`src/rtl/plru_update_pkg.sv`:
```
//------------------------------------------------------------------------------
// plru_update_pkg : shared types for the tree pseudo-LRU state keeper
// Revision: 1.0
//------------------------------------------------------------------------------
`default_nettype none

package plru_update_pkg;

    typedef enum logic [0:0] {
        ACC_TOUCH = 1'b0,
        ACC_INVAL = 1'b1
    } acc_kind_t;

    typedef enum logic [0:0] {
        S_INIT = 1'b0,
        S_RUN  = 1'b1
    } plru_state_t;

endpackage : plru_update_pkg

`default_nettype wire

```
`src/rtl/plru_path_update.sv`:
```
//------------------------------------------------------------------------------
// plru_path_update : combinational (bits, way, kind) -> new PLRU tree bits
// Revision: 1.0
//------------------------------------------------------------------------------
`default_nettype none

module plru_path_update
    import plru_update_pkg::*;
#(
    parameter int A_SIZE = 8
) (
    input  logic [A_SIZE-2:0]         i_bits,
    input  logic [$clog2(A_SIZE)-1:0] i_way,
    input  acc_kind_t                 i_kind,
    output logic [A_SIZE-2:0]         o_bits
);

    localparam int LEVELS = $clog2(A_SIZE);

    logic [A_SIZE-2:0] w_bits;
    logic [LEVELS-1:0] w_node;

    // The node at level i is (2^i - 1) plus the top i bits of the way index.
    always_comb begin
        w_bits = i_bits;
        w_node = '0;
        for (int i = 0; i < LEVELS; i++) begin
            w_node         = LEVELS'((1 << i) - 1) + (i_way >> (LEVELS - i));
            w_bits[w_node] = i_way[LEVELS-1-i] ^ (i_kind == ACC_INVAL);
        end
    end

    assign o_bits = w_bits;

endmodule : plru_path_update

`default_nettype wire

```
`src/rtl/plru_update.sv`:
```
//------------------------------------------------------------------------------
// plru_update : per-set PLRU bit store with two-stage read-modify-write update
// Optional macro PLRU_BYPASS_EN: forward stage-2 result to stage-1 same-set read
// Revision: 1.0
//------------------------------------------------------------------------------
`default_nettype none

module plru_update
    import plru_update_pkg::*;
#(
    parameter int A_SIZE   = 8,
    parameter int NUM_SETS = 64
) (
    input  logic                        clk,
    input  logic                        rst_n,
    input  logic                        i_acc_valid,
    output logic                        o_acc_ready,
    input  logic [$clog2(NUM_SETS)-1:0] i_acc_set,
    input  logic [$clog2(A_SIZE)-1:0]   i_acc_way,
    input  acc_kind_t                   i_acc_kind,
    input  logic [$clog2(NUM_SETS)-1:0] i_rd_set,
    output logic [A_SIZE-2:0]           o_rd_bits,
    output logic                        o_init_done,
    output logic                        o_upd_done
);

    localparam int SETW = $clog2(NUM_SETS);
    localparam int WAYW = $clog2(A_SIZE);
    localparam int BW   = A_SIZE - 1;

    plru_state_t       r_state;
    logic [SETW-1:0]   r_init_cnt;
    logic              r_init_done;
    logic              r_s1_valid;
    logic [SETW-1:0]   r_s1_set;
    logic [WAYW-1:0]   r_s1_way;
    acc_kind_t         r_s1_kind;
    logic [BW-1:0]     r_s1_bits;
    logic [BW-1:0]     r_rd_bits;
    logic [BW-1:0]     r_mem [NUM_SETS];

    logic [BW-1:0]     w_new_bits;
    logic              w_we;
    logic [SETW-1:0]   w_waddr;
    logic [BW-1:0]     w_wdata;
    logic              w_same_set;
    logic              w_hazard;
    logic [BW-1:0]     w_s1_rd;
    logic              w_accept;

    plru_path_update #(
        .A_SIZE (A_SIZE)
    ) u_path (
        .i_bits (r_s1_bits),
        .i_way  (r_s1_way),
        .i_kind (r_s1_kind),
        .o_bits (w_new_bits)
    );

    // Single write port shared by the clear sweep and the stage-2 commit.
    assign w_we       = (r_state == S_INIT) || r_s1_valid;
    assign w_waddr    = (r_state == S_INIT) ? r_init_cnt : r_s1_set;
    assign w_wdata    = (r_state == S_INIT) ? '0 : w_new_bits;
    assign w_same_set = r_s1_valid && (r_s1_set == i_acc_set);

`ifdef PLRU_BYPASS_EN
    assign w_hazard = 1'b0;
    assign w_s1_rd  = w_same_set ? w_new_bits : r_mem[i_acc_set];
`else
    assign w_hazard = w_same_set;
    assign w_s1_rd  = r_mem[i_acc_set];
`endif

    assign o_acc_ready = r_init_done && !w_hazard;
    assign w_accept    = i_acc_valid && o_acc_ready;

    always_ff @(posedge clk) begin
        if (w_we) begin
            r_mem[w_waddr] <= w_wdata;
        end
    end

    always_ff @(posedge clk or negedge rst_n) begin
        if (!rst_n) begin
            r_state     <= S_INIT;
            r_init_cnt  <= '0;
            r_init_done <= 1'b0;
            r_s1_valid  <= 1'b0;
            r_s1_set    <= '0;
            r_s1_way    <= '0;
            r_s1_kind   <= ACC_TOUCH;
            r_s1_bits   <= '0;
            r_rd_bits   <= '0;
        end else begin
            case (r_state)
                S_INIT: begin
                    r_init_cnt <= r_init_cnt + 1'b1;
                    if (r_init_cnt == SETW'(NUM_SETS - 1)) begin
                        r_state     <= S_RUN;
                        r_init_done <= 1'b1;
                    end
                end
                S_RUN: begin
                    r_state <= S_RUN;
                end
                default: begin
                    r_state <= S_INIT;
                end
            endcase

            r_s1_valid <= w_accept;
            if (w_accept) begin
                r_s1_set  <= i_acc_set;
                r_s1_way  <= i_acc_way;
                r_s1_kind <= i_acc_kind;
                r_s1_bits <= w_s1_rd;
            end

            r_rd_bits <= (w_we && (w_waddr == i_rd_set)) ? w_wdata : r_mem[i_rd_set];
        end
    end

    assign o_rd_bits   = r_rd_bits;
    assign o_init_done = r_init_done;
    assign o_upd_done  = r_s1_valid;

endmodule : plru_update

`default_nettype wire

```
`config.mk`:
```
export PLATFORM = sky130hd
export DESIGN_NAME = plru_update
export DESIGN_NICKNAME = d
export VERILOG_FILES = /design/src/rtl/plru_update_pkg.sv /design/src/rtl/plru_path_update.sv /design/src/rtl/plru_update.sv
export SDC_FILE = /design/constraint.sdc
export NUM_CORES = 1
export LEC_CHECK = 0
export ABC_CLOCK_PERIOD_IN_PS = 9200
export BUFFER_PORTS_ARGS = -buffer_cell sky130_fd_sc_hd__buf_2
export CORE_UTILIZATION = 40
export DETAILED_ROUTE_END_ITERATION = 7
export PLACE_DENSITY = 0.65
export SLEW_MARGIN = 10
export SYNTH_ARGS = -nofsm -noshare
export SYNTH_HDL_FRONTEND = slang
export SYNTH_SLANG_ARGS = --single-unit
```
`constraint.sdc`:
```
create_clock -name clk -period 9.2 [get_ports clk]
set_clock_uncertainty 0.15 [all_clocks]
set_input_delay 2.76 -clock clk [delete_from_list [all_inputs] [get_ports clk]]
set_output_delay 2.76 -clock clk [all_outputs]
set_load 0.005 [all_outputs]
```
==> reports/qor.yml <==
grt:
  grt_first_pass_wirelength_mm: 88.79
  grt_pass1_vias: 12578
  antenna_found_initial: 1
  grt_usage_pct: 21.62
  grt_max_degree: 66
  grt_remaining_overflow: 0
power_and_ir_drop:
  powerDensity_nw_per_um2: 184.1
  p_leak_nw: 6.540
  peakVddDrop_v: 0.0001285
  p_total_mw: 4.557
synthesis:
  synth-edff-count: 448
  synth_area_leaders: "edfxtp_1 60%, mux4_2 22%, dfrtp_1 3.6%, mux2i_1 2.2%, nor2_1 1.4%"
  ys_ff_latch: 480
  syn_nets: 1213
  ys_warn_count: 0
  yosysTopAreaCell: "edfxtp_1"
  async_flop_share_pct: 6.667
  yosysTopAreaCellShare_pct: 60.33
  syn_inst: 1189
  ys_seq_area_share_pct: 63.92
  synth_cell_type_count: 54
  syn_avg_cell_area_um2: 18.75
  ys.flop_type: "edfxtp_1"
  syn-cell-area_um2: 22300
worst_hold_path:
  whs_path_depth: 2
  worst_hold_startpoint: "r_s1_bits[5]"
  worstHoldPathType: "reg2reg"
  holdPathEnd: "r_s1_bits[5]"
timing:
  finalCritPeriodShare_pct: 76.06
  max_freq_mhz: 142.9
  hold_violations: 0
  setup_viol: 0
  rsz0062_at_grt: "false"
  finalCriticalPeriod_ns: 6.998
  fin_setup_tns_ns: 0
  maxSlewViolCount: 0
  maxSlewHeadroom_pct: 21.72
  tightest_slew_ns: 1.170
  setup_slack_ns: 2.202
routing:
  drt-vias-per-instance: 6.326
  firstDrtPassIters: 6
  ant_nets: 0
  drt_iter0_drc: 1625
  dr_total_vias: 12608
  drcViolationCount: 0
  wl_per_cell_um: 30.40
  totalWireLength_mm: 60.58
floorplan:
  fp.dieW_um: 238.1
  die_area_um2: 56700
  coreArea_um2: 55090
  boundaryPins: 29
  rows: 86
  die_y_um: 238.1
  start_util_pct: 40.48
setup_path:
  crit_arrival_ns: 4.09
  rr_startpoint: "r_state"
  r2r-end: "r_mem[1][5]"
  r2r_slack_ns: 5.52
  startpoint_type: "input pin"
  crit_fanout: 54
  reg2reg_depth: 4
  crit_type: "in2out"
  critical_path_required_ns: 6.29
  endpoint_kind: "primary output"
  setup.worst_path.start: "i_acc_set[1]"
final_layout:
  fillers: 4704
  post-route-util_pct: 44.93
  syn2layout_area_growth_pct: 11.01
  drive_gt1_share_pct: 30.63
  stdcell_count: 1993
  nNetsFinal: 1230
placement:
  place_congestion: 0.9009
  portBuffers: 28
  dp_hpwl_mm: 39.46
  place_ws_ns: 2.217
  place_inst: 1903
clocking:
  cts.repair.resized: 0
  cts.sinks: 480
  clockBufferDepth: 3
  cts_made_buffers: 49
  clockRootBuffer: "clkbuf_16"
  tritoncts: "done"
  postCtsSetupBuffers: 0
  cts_max_level: 2
  insertion_delay_ns: 0.59
  ctsHoldBuffers: 0
  clkSlewWorstSetupHoldPaths_ns: 0.06
flow_run:
  drv_cap: 0
status:
  status: "completed"
## state kept, by name, summed over array words and instances (netlist names)
name         flops
o_init_done      1
r_s1_way         3
o_upd_done       1
r_state          1
r_init_cnt       6
r_mem          448
r_s1_kind        1
o_rd_bits        7
r_s1_set         6
r_s1_bits        6
## layout make-up
cell class / count / area [µm²] / share of cell area [%]
Inverter: 8 / 30.03 / 0.1213
Sequential cell: 480 / 14250 / 57.58
Multi-Input combinational cell: 619 / 7611 / 30.75
Tap cell: 748 / 935.9 / 3.781
Antenna cell: 1 / 2.502 / 0.01011
Clock buffer: 60 / 1309 / 5.287
Clock inverter: 29 / 302.8 / 1.223
Timing Repair Buffer: 48 / 310.3 / 1.253
## worst max-delay path by stage
| stage | endpoint | slack [ns] | cells past startpoint |
|---|---|---|---|
| 5_1_grt | o_acc_ready | 2.11 | 5 |
| 4_1_cts | o_acc_ready | 2.21 | 5 |
| 2_1_floorplan | o_acc_ready | 2.60 | 5 |
| 3_3_place_gp | o_acc_ready | 2.21 | 5 |
| 3_5_place_dp | o_acc_ready | 2.22 | 5 |
| 6_report | o_acc_ready | 2.20 | 5 |
## worst max-delay path, cell delays in order
cell     delay, ns
buf_6         0.50
xnor2_1       0.19
nand4_1       0.20
o21a_1        0.22
buf_2         0.12
## layer usage
layer | wire (µm) | vias up | track usage, %
met5 | 12 | - | 0
met4 | 1899 | 2 | 6.857
met3 | 6220 | 122 | 5.414
met2 | 27530 | 762 | 32.84
met1 | 24920 | 6662 | 30.69
li1 | - | 5060 | -
## Yosys cell counts, drive strengths merged (5+ instances only)
cell type and count:
a21oi 14, a221oi 10, a22oi 11, a31oi 6, and2 5, buf 61, clkbuf 21, dfrtp 32
edfxtp 448, ha 5, inv 7, mux2 26, mux2i 49, mux4 214, nand2 40, nand2b 7
nand3 22, nand4 7, nor2 83, nor2b 9, o21ai 5, o21bai 5, o221ai 24, o22ai 7
xnor2 18
## logic make-up after synthesis
kind of cell | count (synthesis) | share of synthesized area (%)
multiplexers | 289 | 25.14
XOR/XNOR | 19 | 0.7463
buffers and inverters | 90 | 2.054
AO/OA/AOI/OAI | 107 | 3.686
AND/OR/NAND/NOR | 199 | 4.169
adder cells (fa/ha/maj) | 5 | 0.2806
flip-flops | 480 | 63.92
## cells in the final DEF (no fill, tap or decap), drive strengths merged, types with 24 or more instances in the layout
master / instances
mux4: 214
mux2: 26
o221ai: 24
mux2i: 49
clkbuf: 60
buf: 48
edfxtp: 448
nand2: 40
dfrtp: 32
nor2: 83
## power by group
part	internal (mW)	switching, mW
registers	2.35	0.00181
clock network	1.18	0.842
logic	0.0694	0.110
## stage by stage
step,area [µm²],hold slack [ns]
floorplan,22300,0.2932
global placement,23140,0.3203
detailed placement,23140,0.3236
CTS,24750,0.3372
global route,24750,0.3708
finish,24760,0.3363
Power figures use the tool's default switching activity.
